## src/rtl/fifo_pkg.sv

```systemverilog
// Shared FIFO defaults and the packed status word used by sync_fifo_param.
package fifo_pkg;
    localparam int FIFO_DATA_W_DEF = 8;
    localparam int FIFO_DEPTH_DEF  = 16;

    typedef struct packed {
        logic full;
        logic empty;
        logic almost_full;
        logic almost_empty;
    } fifo_status_t;
endpackage

```

## src/rtl/sync_fifo_param_if.sv

```systemverilog
// FIFO request/response bundle; slave = FIFO side, master = producer/consumer side.
interface sync_fifo_param_if #(
    parameter int DATA_W = 8,
    parameter int DEPTH  = 16
);
    logic [DATA_W-1:0]        data_in;
    logic                     w_en;
    logic                     r_en;
    logic [DATA_W-1:0]        data_out;
    logic                     rd_valid;
    logic                     full;
    logic                     empty;
    logic                     almost_full;
    logic                     almost_empty;
    logic [$clog2(DEPTH):0]   count;
    logic                     overflow;
    logic                     underflow;

    modport slave (
        input  data_in, w_en, r_en,
        output data_out, rd_valid, full, empty, almost_full, almost_empty,
               count, overflow, underflow
    );

    modport master (
        output data_in, w_en, r_en,
        input  data_out, rd_valid, full, empty, almost_full, almost_empty,
               count, overflow, underflow
    );
endinterface

```

## src/rtl/fifo_sdp_ram.sv

```systemverilog
// Simple dual-port storage: one write port, one registered read port (1-cycle latency).
// Only the read register is reset; the array keeps whatever it held.
module fifo_sdp_ram #(
    parameter int DATA_W = 8,
    parameter int DEPTH  = 16
) (
    input  logic                     clk,
    input  logic                     rst,
    input  logic                     i_wr_en,
    input  logic [$clog2(DEPTH)-1:0] i_wr_addr,
    input  logic [DATA_W-1:0]        i_wr_dat,
    input  logic                     i_rd_en,
    input  logic [$clog2(DEPTH)-1:0] i_rd_addr,
    output logic [DATA_W-1:0]        o_rd_dat
);
    logic [DATA_W-1:0] r_mem [DEPTH];
    logic [DATA_W-1:0] r_rd_dat;

    always_ff @(posedge clk) begin
        if (i_wr_en) begin
            r_mem[i_wr_addr] <= i_wr_dat;
        end
    end

    // Output holds between reads so the consumer sees the last popped word.
    always_ff @(posedge clk or posedge rst) begin
        if (rst) begin
            r_rd_dat <= '0;
        end else if (i_rd_en) begin
            r_rd_dat <= r_mem[i_rd_addr];
        end
    end

    assign o_rd_dat = r_rd_dat;
endmodule

```

## src/rtl/sync_fifo_param.sv

```systemverilog
// Single-clock FIFO: registered read (1-edge latency), full rejects writes, empty rejects reads.
// Define SYNC_FIFO_ERR_FLAGS_EN to get sticky overflow/underflow flags; otherwise they read 0.
module sync_fifo_param
    import fifo_pkg::*;
#(
    parameter int DATA_W    = FIFO_DATA_W_DEF,
    parameter int DEPTH     = FIFO_DEPTH_DEF,
    parameter int AF_THRESH = DEPTH - 2,
    parameter int AE_THRESH = 2
) (
    input  logic              clk,
    input  logic              rst,
    sync_fifo_param_if.slave  fif
);
    localparam int AW = $clog2(DEPTH);
    localparam int CW = AW + 1;

    logic [AW-1:0] r_wr_ptr;
    logic [AW-1:0] r_rd_ptr;
    logic [CW-1:0] r_count;
    logic          r_rd_valid;
    logic          w_wr_acc;
    logic          w_rd_acc;
    fifo_status_t  w_status;

    always_comb begin
        w_status.full         = (r_count == CW'(DEPTH));
        w_status.empty        = (r_count == '0);
        w_status.almost_full  = (r_count >= CW'(AF_THRESH));
        w_status.almost_empty = (r_count <= CW'(AE_THRESH));
    end

    // Acceptance is judged on the pre-edge count, so full+both reads only and empty+both writes only.
    assign w_wr_acc = fif.w_en && !w_status.full;
    assign w_rd_acc = fif.r_en && !w_status.empty;

    always_ff @(posedge clk or posedge rst) begin
        if (rst) begin
            r_wr_ptr   <= '0;
            r_rd_ptr   <= '0;
            r_count    <= '0;
            r_rd_valid <= 1'b0;
        end else begin
            r_rd_valid <= w_rd_acc;
            if (w_wr_acc) begin
                r_wr_ptr <= r_wr_ptr + 1'b1;
            end
            if (w_rd_acc) begin
                r_rd_ptr <= r_rd_ptr + 1'b1;
            end
            case ({w_wr_acc, w_rd_acc})
                2'b10:   r_count <= r_count + 1'b1;
                2'b01:   r_count <= r_count - 1'b1;
                default: r_count <= r_count;
            endcase
        end
    end

    fifo_sdp_ram #(
        .DATA_W (DATA_W),
        .DEPTH  (DEPTH)
    ) u_ram (
        .clk       (clk),
        .rst       (rst),
        .i_wr_en   (w_wr_acc),
        .i_wr_addr (r_wr_ptr),
        .i_wr_dat  (fif.data_in),
        .i_rd_en   (w_rd_acc),
        .i_rd_addr (r_rd_ptr),
        .o_rd_dat  (fif.data_out)
    );

`ifdef SYNC_FIFO_ERR_FLAGS_EN
    logic r_overflow;
    logic r_underflow;

    always_ff @(posedge clk or posedge rst) begin
        if (rst) begin
            r_overflow  <= 1'b0;
            r_underflow <= 1'b0;
        end else begin
            if (fif.w_en && w_status.full) begin
                r_overflow <= 1'b1;
            end
            if (fif.r_en && w_status.empty) begin
                r_underflow <= 1'b1;
            end
        end
    end

    assign fif.overflow  = r_overflow;
    assign fif.underflow = r_underflow;
`else
    assign fif.overflow  = 1'b0;
    assign fif.underflow = 1'b0;
`endif

    assign fif.rd_valid     = r_rd_valid;
    assign fif.count        = r_count;
    assign fif.full         = w_status.full;
    assign fif.empty        = w_status.empty;
    assign fif.almost_full  = w_status.almost_full;
    assign fif.almost_empty = w_status.almost_empty;
endmodule

```

## src/flat_wrapper.sv

```systemverilog
// flat-port wrapper written by rule: the top's interface ports become plain ports
module sync_fifo_param_flat import fifo_pkg::*;
#(
    parameter int DATA_W    = FIFO_DATA_W_DEF,
    parameter int DEPTH     = FIFO_DEPTH_DEF,
    parameter int AF_THRESH = DEPTH - 2,
    parameter int AE_THRESH = 2
)
  (clk, rst, fif_data_in, fif_w_en, fif_r_en, fif_data_out, fif_rd_valid, fif_full, fif_empty, fif_almost_full, fif_almost_empty, fif_count, fif_overflow, fif_underflow);
  sync_fifo_param_if #(.DATA_W(DATA_W), .DEPTH(DEPTH)) fif_i ();
  input  logic clk;
  input  logic rst;
  input wire logic [$bits(fif_i.data_in)-1:0] fif_data_in;
  input wire logic [$bits(fif_i.w_en)-1:0] fif_w_en;
  input wire logic [$bits(fif_i.r_en)-1:0] fif_r_en;
  output wire logic [$bits(fif_i.data_out)-1:0] fif_data_out;
  output wire logic [$bits(fif_i.rd_valid)-1:0] fif_rd_valid;
  output wire logic [$bits(fif_i.full)-1:0] fif_full;
  output wire logic [$bits(fif_i.empty)-1:0] fif_empty;
  output wire logic [$bits(fif_i.almost_full)-1:0] fif_almost_full;
  output wire logic [$bits(fif_i.almost_empty)-1:0] fif_almost_empty;
  output wire logic [$bits(fif_i.count)-1:0] fif_count;
  output wire logic [$bits(fif_i.overflow)-1:0] fif_overflow;
  output wire logic [$bits(fif_i.underflow)-1:0] fif_underflow;
  assign fif_i.data_in = fif_data_in;
  assign fif_i.w_en = fif_w_en;
  assign fif_i.r_en = fif_r_en;
  assign fif_data_out = fif_i.data_out;
  assign fif_rd_valid = fif_i.rd_valid;
  assign fif_full = fif_i.full;
  assign fif_empty = fif_i.empty;
  assign fif_almost_full = fif_i.almost_full;
  assign fif_almost_empty = fif_i.almost_empty;
  assign fif_count = fif_i.count;
  assign fif_overflow = fif_i.overflow;
  assign fif_underflow = fif_i.underflow;
  sync_fifo_param #(.DATA_W(DATA_W), .DEPTH(DEPTH), .AF_THRESH(AF_THRESH), .AE_THRESH(AE_THRESH)) u_core (.clk(clk), .rst(rst), .fif(fif_i));
endmodule
```

## config.mk

```make
export PLATFORM = sky130hd
export DESIGN_NAME = sync_fifo_param_flat
export DESIGN_NICKNAME = d
export VERILOG_FILES = /design/src/rtl/fifo_pkg.sv /design/src/rtl/sync_fifo_param_if.sv /design/src/rtl/fifo_sdp_ram.sv /design/src/rtl/sync_fifo_param.sv /design/src/flat_wrapper.sv
export SDC_FILE = /design/constraint.sdc
export NUM_CORES = 1
export LEC_CHECK = 0
export ABC_AREA = 0
export CAP_MARGIN = 20
export CORE_MARGIN = 2
export CORE_UTILIZATION = 45
export CTS_CLUSTER_SIZE = 25
export DETAILED_ROUTE_END_ITERATION = 6
export GPL_TIMING_DRIVEN = 0
export PLACE_DENSITY = 0.74
export SYNTH_ARGS = -nofsm -noshare
export SYNTH_HDL_FRONTEND = slang
export SYNTH_SLANG_ARGS = --single-unit
```

## constraint.sdc

```tcl
create_clock -name clk -period 3 [get_ports clk]
set_input_delay 0.6 -clock clk [delete_from_list [all_inputs] [get_ports clk]]
set_output_delay 0.6 -clock clk [all_outputs]
set_load 0.02 [all_outputs]
```

==> results of run 1 <==
cell usage after synthesis:
cell type,instances
fa_1,1
nor4_1,1
a21o_1,1
a21oi_1,11
xnor2_1,7
inv_1,9
nand3_1,1
mux4_2,8
mux2i_1,1
mux2_2,9
clkbuf_1,7
a31o_2,1
o22ai_1,16
nand2b_1,3
nor2_1,12
conb_1,1
and2_1,1
o21ai_0,4
nor2b_1,1
or2_2,1
buf_6,3
nand2_1,11
or3b_2,1
o31a_1,1
buf_1,5
ha_1,9
buf_2,2
mux4_1,24
dfrtp_1,22
edfxtp_1,128
xor2_1,3
or3_1,1
nor3_1,5
buf_4,3
nand4_1,2
metrics by stage:
stage               setup slack [ps]  util [%]
floorplan                       12.0         -
CTS                             3.64      54.3
finish                           111      54.8
global placement                -319      50.0
detailed placement              -358      50.2
global route                   -37.0      54.8
layout make-up:
class / instances / area (um^2)
clock inverter: 14 / 105
inverter: 9 / 33.8
clock buffer: 18 / 429
multi-input combinational: 138 / 1570
tap: 176 / 220
buffer: 19 / 115
fill: 954 / 5960
timing repair buffer: 39 / 365
sequential: 150 / 4400
routing by layer:
layer	up-vias	wire [um]	GRT usage [%]
met5	-	0	0
met4	0	215	8.16
met3	16	554	4.25
met2	98	5650	26.6
met1	1583	5290	23.2
li1	1387	-	-
timing repair:
item / in CTS / in global routing
setup buffers: 0 / 6
pin swaps: 0 / 1
hold buffers: 0 / 0
gates resized for setup: 5 / 8
setup endpoints to repair: 1 / 1
worst max path at each step:
stage	startpoint	to	slack, ps	depth (start not counted)
6_report	u_core.fif.count[0]	u_core.fif.count[4]	110	13
3_5_place_dp	fif_r_en	u_core.fif.count[4]	-360	11
3_3_place_gp	fif_r_en	u_core.fif.count[4]	-320	11
5_1_grt	u_core.fif.count[0]	u_core.fif.count[4]	-40	13
2_1_floorplan	u_core.fif.count[2]	u_core.fif.count[4]	10	10
4_1_cts	u_core.fif.count[2]	u_core.fif.count[4]	4	10
critical path: stages, from the launching register on:
cell     delay, ps
dfrtp_2        450
nor4_2         290
nand2_1        120
and2_1         170
buf_2          190
inv_2           90
ha_4           150
inv_1           80
fa_2           350
nor2b_1        150
o21ai_2         70
nand3_1         70
or3b_2         450
xnor2_1        130
cells by family after synthesis:
group	after synthesis	synth area share [%]
flip-flops	150	72.4
multiplexers	42	15.2
AND/OR/NAND/NOR	40	3.09
AO/OA/AOI/OAI	34	3.30
buffers and inverters	29	2.39
adder cells (fa/ha/maj)	10	2.18
XOR/XNOR	10	1.44
other	1	0.0617
report_power, final:
| group | total, mW | internal, mW | switching (mW) |
|---|---|---|---|
| logic | 2.26 | 1.08 | 1.18 |
| clock network | 1.89 | 1.06 | 0.834 |
| registers | 2.77 | 2.60 | 0.165 |
| total | 6.92 | 4.74 | 2.17 |
flip-flops by register name, summed over array words and instances, names as in the netlist:
register / flops
u_core.u_ram.o_rd_dat: 8
u_core.u_ram.r_mem: 128
u_core.r_rd_ptr: 4
u_core.fif.count: 5
u_core.r_wr_ptr: 4
u_core.fif.rd_valid: 1
==> results by group, run 1 <==
STA
  – Slew margin rel.: a little over two fifths
  – Final period utilization: a little under 100%
  – Min Tclk post-route: ~2900 ps
  – Final setup vio count: 0
  – FMAX: between 300 and 400 MHz
  – Slew Viols, Final: 0
  – Final Skew: 7.71 ps
  – Worst hold slack: around 560 ps
  – Final Hold Vio Count: 0
  – Setup TNS: 0 ps
  – Worst-Margin Slew: between 800 and 900 ps

Drt
  – Wire per inst: 20.8 um
  – Drt total wl: ~12000 um
  – Drc violations: 0
  – Initial DRC Count: around 260
  – Vias: a little over 3000
  – First-pass DRT Iterations: 5
  – Via density: about 5.5
  – ANT nets after route: 0

Worst hold path
  – HP Start: u_core.fif.count[0]
  – Hold crit path type: reg -> reg
  – Hold EP: u_core.fif.count[0]
  – Hold Path Depth: 1

Die
  – Die area: roughly 14000 um^2
  – Die Width: around 120 um
  – # IOs: 32
  – Rows: 42
  – Die height: between 100 and 150 um
  – Core Area: between 10000 and 15000 um^2
  – Starting Density: between 40% and 50%

Setup path
  – Critical path class: reg -> reg
  – R2r endpoint: u_core.fif.count[4]
  – FF-to-FF setup slack: approximately 110 ps
  – Worst R2R Path Depth: 13
  – Crit path launch type: flop
  – Critical path endpoint category: flop
  – Worst r2r src: u_core.fif.count[0]
  – Arr. time, crit path: between 3000 and 4000 ps
  – Critical Path RT: ~3300 ps
  – CP max FO: 9

Synth
  – Post-synthesis cell count: 316
  – Avg Inst Size Synth: between 15 and 20 um^2
  – Cell variety after synth: 35
  – FF+latch count, synth: 150
  – Largest area contributor in the netlist: edfxtp_1
  – Top-area cell type share of the netlist area: about 63%
  – Synth top area cells: edfxtp_1 63%, mux4_1 10%, dfrtp_1 9.1%, mux4_2 3.0%, ha_1 1.9%
  – Sequential element share of the synthesized area: between 70% and 80%
  – Synthesized area: roughly 6100 um^2
  – Synth warn: 0

Global route
  – Total track usage: ~17%
  – Initial antenna violation count: 0
  – Largest net degree at the start of global routing: 23
  – GRT overflow: 0
  – Vias in the first global route: slightly above 3000
  – Global-route wire length before repair: between 15000 and 20000 um

Clocking
  – Clock buffer depth: 2
  – CTS root buf: clkbuf_16
  – H-tree levels: 4
  – CTS tree: yes
  – Clk sink count: 150
  – CTS Buf Count: 17
  – Clk Latency, worst-skew pair: ~420 ps
  – Clk pin slew, worst setup/hold paths: around 60 ps

Finish
  – Diode count: 0
  – Leading cell types in the layout, fill and taps excluded: 128 x edfxtp_1, 29 x clkdlybuf4s50_1, 24 x mux4_1
  – Layout cells sized above 1: 20.4%
  – Final instance area: 7230 um^2
  – Final nets: just under 400
  – Synthesis-to-layout area growth: 19.1%
  – Fin cells: 563
  – Most common cell after layout, fill and taps aside: edfxtp_1

Power
  – Power, Total: approximately 7 mW
  – Pwr Density: 956 nW/um^2
  – VDD IR max: between 0.5 and 0.6 mV
  – Total leakage power: 2.51 nW

Status
  – Outcome: completed

Run
  – # Max-Cap Violations: 0

Place
  – Placed inst area: 6620 um^2
  – Cells after DPL: around 530
  – HPWL Detailed: between 7000 and 8000 um
  – I/O Buffers: 29
  – GP Congestion: around 0.8
No activity file was read; power rests on OpenSTA's default activity.
==> run 2, diff against run 1 <==
--- a/config.mk
+++ b/config.mk
@@ -7,7 +7,7 @@
 export LEC_CHECK = 0
 export ABC_AREA = 0
 export CAP_MARGIN = 20
-export CORE_MARGIN = 2
+export CORE_MARGIN = 1
 export CORE_UTILIZATION = 45
 export CTS_CLUSTER_SIZE = 25
 export DETAILED_ROUTE_END_ITERATION = 6
==> results by group, run 2 (synthesis results as in run 1) <==
Die
  – Rows: between 40 and 50
  – # IOs: 32
  – Die height: 118 um
  – Starting Density: around 46%
  – Die area: 14000 um^2
  – Core Area: approximately 13000 um^2
  – Die Width: ~120 um

STA
  – Worst-Margin Slew: 863 ps
  – Final Hold Vio Count: 0
  – Slew Viols, Final: 0
  – FMAX: 348 MHz
  – Slew margin rel.: between 40 and 50%
  – Final period utilization: 95.8%
  – Min Tclk post-route: approximately 2900 ps
  – Final Skew: approximately 6.3 ps
  – Final setup vio count: 0

Finish
  – Final nets: between 300 and 400
  – Synthesis-to-layout area growth: 19.4%
  – Final core occ: approximately 55%
  – Diode count: 0
  – Max FFs per register: approximately 130
  – Leading cell types in the layout, fill and taps excluded: 128 x edfxtp_1, 29 x clkdlybuf4s50_1, 24 x mux4_1
  – Most common cell after layout, fill and taps aside: edfxtp_1
  – Final instance area: 7250 um^2
  – Biggest register: u_core.u_ram.r_mem
  – Layout cells sized above 1: 19.3%

Power
  – Power, Total: between 7 and 8 mW
  – Pwr Density: 971 nW/um^2
  – Total leakage power: between 2 and 3 nW
  – VDD IR max: between 0.4 and 0.5 mV

Setup path
  – Arr. time, crit path: 3170 ps
  – Slowest CP cell: dfrtp_2
  – Critical Path RT: 3290 ps
  – Critical path class: reg -> reg
  – Buf+Inv Stages, Crit Path: 2
  – Cell family with most CP delay: simple AND/OR/NAND/NOR gates
  – Cell chain of the critical path: or3_4 > o31a_1 > buf_4 > ha_4 > inv_1 > fa_2 > nor2b_1 > o21ai_1 > a21oi_1 > or3b_2 > xnor2_1
  – CP max FO: 11
  – CP peak stage delay: roughly 450 ps
  – Critical path endpoint category: flop
  – Crit path launch type: flop

Place
  – Placed inst area: ~6600 um^2
  – HPWL Detailed: ~7400 um
  – GP Congestion: between 0.7 and 0.8
  – I/O Buffers: 29

Status
  – Outcome: completed

Drt
  – Initial DRC Count: around 230
  – Wire per inst: roughly 20 um
  – First-pass DRT Iterations: 5
  – Drc violations: 0
  – ANT nets after route: 0
  – Drt total wl: 11500 um
  – Vias: 3105
  – Via density: between 5 and 6

Global route
  – Total track usage: 17.7%
  – Initial antenna violation count: 0
  – GRT overflow: 0
  – Global-route wire length before repair: around 18000 um
  – Largest net degree at the start of global routing: 23
  – Vias in the first global route: 3122

Clocking
  – CTS Buf Count: 17
  – CTS root buf: clkbuf_16
  – Clock buffer depth: 2
  – Clk sink count: 150
  – CTS tree: yes
  – Clk pin slew, worst setup/hold paths: about 60 ps
  – Clk Latency, worst-skew pair: 410 ps
  – # hold bufs at CTS: 0
  – H-tree levels: 4

Worst hold path
  – Hold crit path type: reg -> reg

Run
  – # Max-Cap Violations: 0
==> run 2: cell types whose count changed in the layout (fill, tap and decap cells not counted), sizes merged <==
cell / change
bufinv: +2
inv: +2
clkinv: -3
buf: -4
==> run 2: worst register-to-register path, delay by kind of cell, from the launching register on <==
kind	cells	cell delay, ps
simple gates	3	910
compound gates	3	560
flops	1	450
fa+ha+maj	2	410
buf+inv	2	290
xor+xnor	1	140
==> run 2: layout make-up <==
type | count | area, um^2
clock buffer | 17 | 425
timing repair buffer | 36 | 333
inverter | 9 | 33.8
buffer | 19 | 114
sequential | 150 | 4400
clock inverter | 15 | 153
fill | 972 | 5940
tap | 176 | 220
multi-input combinational | 138 | 1580
==> run 2: layer usage <==
layer	GRT usage, %	routed length [um]
met3	4.54	692
met5	0	0
met2	26.7	5620
met1	24.6	4970
met4	7.29	203
==> run 2: per-stage QoR <==
step                      setup slack, ps  std cells  setup TNS (ps)  hold WS (ps)
final                                 127        560               0           577
after floorplan                      12.0        317               0           556
after global routing                -4.59        560           -4.59           601
after detailed placement             -364        526            -364           557
after CTS                            6.92        559               0           572
after global placement               -313        522            -313           534
==> run 2: what timing repair did <==
action | in CTS | in global routing
resized for setup | 4 | 9
cloned | 0 | 0
endpoints found under the setup margin | 1 | 1
pin swaps | 2 | 2
buffers inserted | 1 | 2
==> run 2: power by group <==
part	switching (mW)	internal [mW]	leakage, nW
logic	1.16	1.06	0.824
registers	0.177	2.60	1.41
clock network	0.821	1.23	0.277
==> run 2: final timing paths <==
kind	from	endpoint	slack, ps	depth (start not counted)
worst max-delay path	u_core.fif.count[2]	u_core.fif.count[4]	130	11
worst min-delay path	u_core.fif.count[3]	u_core.fif.count[3]	580	2
worst max register to register	u_core.fif.count[2]	u_core.fif.count[4]	130	11
worst min register to register	u_core.fif.count[3]	u_core.fif.count[3]	580	2
max in group asynchronous	rst	u_core.fif.count[3]	1740	2
min in group asynchronous	rst	u_core.fif.count[1]	670	2
==> run 3, diff against run 2 <==
--- a/config.mk
+++ b/config.mk
@@ -12,7 +12,7 @@
 export CTS_CLUSTER_SIZE = 25
 export DETAILED_ROUTE_END_ITERATION = 6
 export GPL_TIMING_DRIVEN = 0
-export PLACE_DENSITY = 0.74
+export PLACE_DENSITY = 0.65
 export SYNTH_ARGS = -nofsm -noshare
 export SYNTH_HDL_FRONTEND = slang
 export SYNTH_SLANG_ARGS = --single-unit
==> constraint.sdc (replaced) <==
create_clock -name clk -period 3 [get_ports clk]
set_input_delay 0.45 -clock clk [delete_from_list [all_inputs] [get_ports clk]]
set_output_delay 0.45 -clock clk [all_outputs]
set_load 0.02 [all_outputs]
==> results by group, run 3 (synthesis results as in run 1) <==
Setup path
  – CP max FO: 11
  – FF-to-FF setup slack: about 110 ps
  – R2r endpoint: u_core.fif.count[4]
  – Worst r2r src: u_core.fif.count[2]
  – Crit path launch type: flop
  – Critical Path Start: u_core.fif.count[2]
  – Worst R2R Path Depth: 11
  – Worst Setup EP: u_core.fif.count[4]
  – Arr. time, crit path: between 3000 and 4000 ps
  – Critical path class: reg -> reg
  – Critical Path RT: 3290 ps
  – Critical path endpoint category: flop

STA
  – Worst-Margin Slew: roughly 910 ps
  – Slew Viols, Final: 0
  – FMAX: 346 MHz
  – Final period utilization: between 90 and 100%
  – Final setup vio count: 0
  – Final Hold Vio Count: 0
  – Final Skew: 8.81 ps
  – Slew margin rel.: 39.3%
  – Setup TNS: 0 ps
  – Min Tclk post-route: between 2000 and 3000 ps

Finish
  – Diode count: 0
  – Biggest register: u_core.u_ram.r_mem
  – Fin cells: 565
  – Layout cells sized above 1: 21.3%
  – Leading cell types in the layout, fill and taps excluded: 128 x edfxtp_1, 29 x clkdlybuf4s50_1, 24 x mux4_1
  – Final core occ: 55.6%
  – Most common cell after layout, fill and taps aside: edfxtp_1
  – Final nets: 398
  – Synthesis-to-layout area growth: 20.7%
  – Final instance area: between 7000 and 8000 um^2
  – Max FFs per register: 128

Power
  – Clock power share: 29.8%
  – VDD IR max: 0.570 mV
  – Part of the power in registers: a little under two fifths
  – P_sw: approximately 2.2 mW
  – Switch share: 30.3%
  – Pwr Density: 984 nW/um^2
  – Total leakage power: about 2.5 nW
  – Power Internal: roughly 5.0 mW
  – Comb power frac: roughly a third

Clocking
  – Clock buffer depth: 2
  – CTS tree: yes
  – CTS Buf Count: 17
  – H-tree levels: 4
  – Clk Latency, worst-skew pair: between 400 and 500 ps
  – CTS root buf: clkbuf_16
  – Clk sink count: 150
  – Clk pin slew, worst setup/hold paths: about 60 ps
  – # hold bufs at CTS: 0

Global route
  – Global-route wire length before repair: ~17000 um
  – Largest net degree at the start of global routing: 23
  – Initial antenna violation count: 0
  – GRT overflow: 0
  – Vias in the first global route: just over 3000
  – Total track usage: about 18%

Place
  – Placed inst area: around 6600 um^2
  – HPWL Detailed: about 7300 um
  – I/O Buffers: 29
  – Cells after DPL: approximately 530
  – GP Congestion: ~0.77

Drt
  – Vias: a little over 3000
  – M1 wire length: 5250 um
  – Drc violations: 0
  – Metal2 WL: 5620 um
  – Initial DRC Count: roughly 220
  – ANT nets after route: 0
  – Wire per inst: 20.4 um
  – DR top layer: met4
  – Drt total wl: ~12000 um
  – First-pass DRT Iterations: 6
  – DR WL met3: 429 um
  – Via density: 5.42

Run
  – # Max-Cap Violations: 0

Die
  – Die height: ~120 um
  – Rows: 42
  – Die area: 14000 um^2
  – Core Area: 13200 um^2
  – Die Width: 118 um
  – # IOs: 32
  – Starting Density: between 40 and 50%

Status
  – Outcome: completed

Worst hold path
  – Hold crit path type: in -> async
-- run 3: timing repair --
action                                  in CTS  in global routing
buffers inserted                             0                  9
resized for setup                            7                 10
hold endpoints to repair                     0                  0
endpoints found under the setup margin       1                  1
pin swaps                                    0                  2
-- run 3: per-stage QoR --
step	power (mW)	setup WS [ps]	hold slack, ps
finish	7.22	114	541
global route	7.55	-30.6	603
CTS	7.14	4.94	553
detailed placement	4.97	-209	559
global placement	4.92	-159	537
floorplan	4.24	12.0	439
-- run 3: how the worst min path moves through the flow --
stage | cells after the start | slack, ps | endpoint | start
finish | 2 | 540 | u_core.u_ram.o_rd_dat[6] | rst
global route | 1 | 600 | u_core.fif.count[4] | u_core.fif.count[4]
CTS | 2 | 550 | u_core.u_ram.o_rd_dat[6] | rst
detailed placement | 1 | 560 | u_core.fif.count[4] | u_core.fif.count[4]
global placement | 1 | 540 | u_core.fif.count[4] | u_core.fif.count[4]
floorplan | 1 | 440 | u_core.fif.count[0] | rst
-- run 3: per-layer routing --
layer,up-vias,GRT usage (%)
met5,-,0
met4,0,7.85
met3,14,4.54
met2,74,27.4
met1,1575,24.1
li1,1398,-
-- run 3: area by class of cell --
type                    count  area [um^2]
repair buffers             42          378
multi-input cells         138         1590
flip-flops and latches    150         4400
inverters                   9         33.8
clock inverters            14          175
fillers                  1002         5860
well taps                 176          220
plain buffers              18          110
clock buffers              18          429
-- run 3: worst max-delay path, cell delays in order (launching register included) --
cell	delay, ps
dfrtp_2	430
or3_4	410
o31a_1	340
buf_6	160
ha_4	180
inv_1	110
fa_2	230
nor2b_1	50
o21ai_1	180
a21oi_1	90
or3b_2	460
xnor2_1	150
-- run 3: power groups by stage --
stage,combinational (mW),sequential [mW],clock (mW)
after floorplan,1.38,2.86,0
after global placement,2.14,2.77,0
after detailed placement,2.18,2.79,0
after CTS,2.19,2.77,2.18
after global routing,2.50,2.78,2.26
final,2.31,2.75,2.15
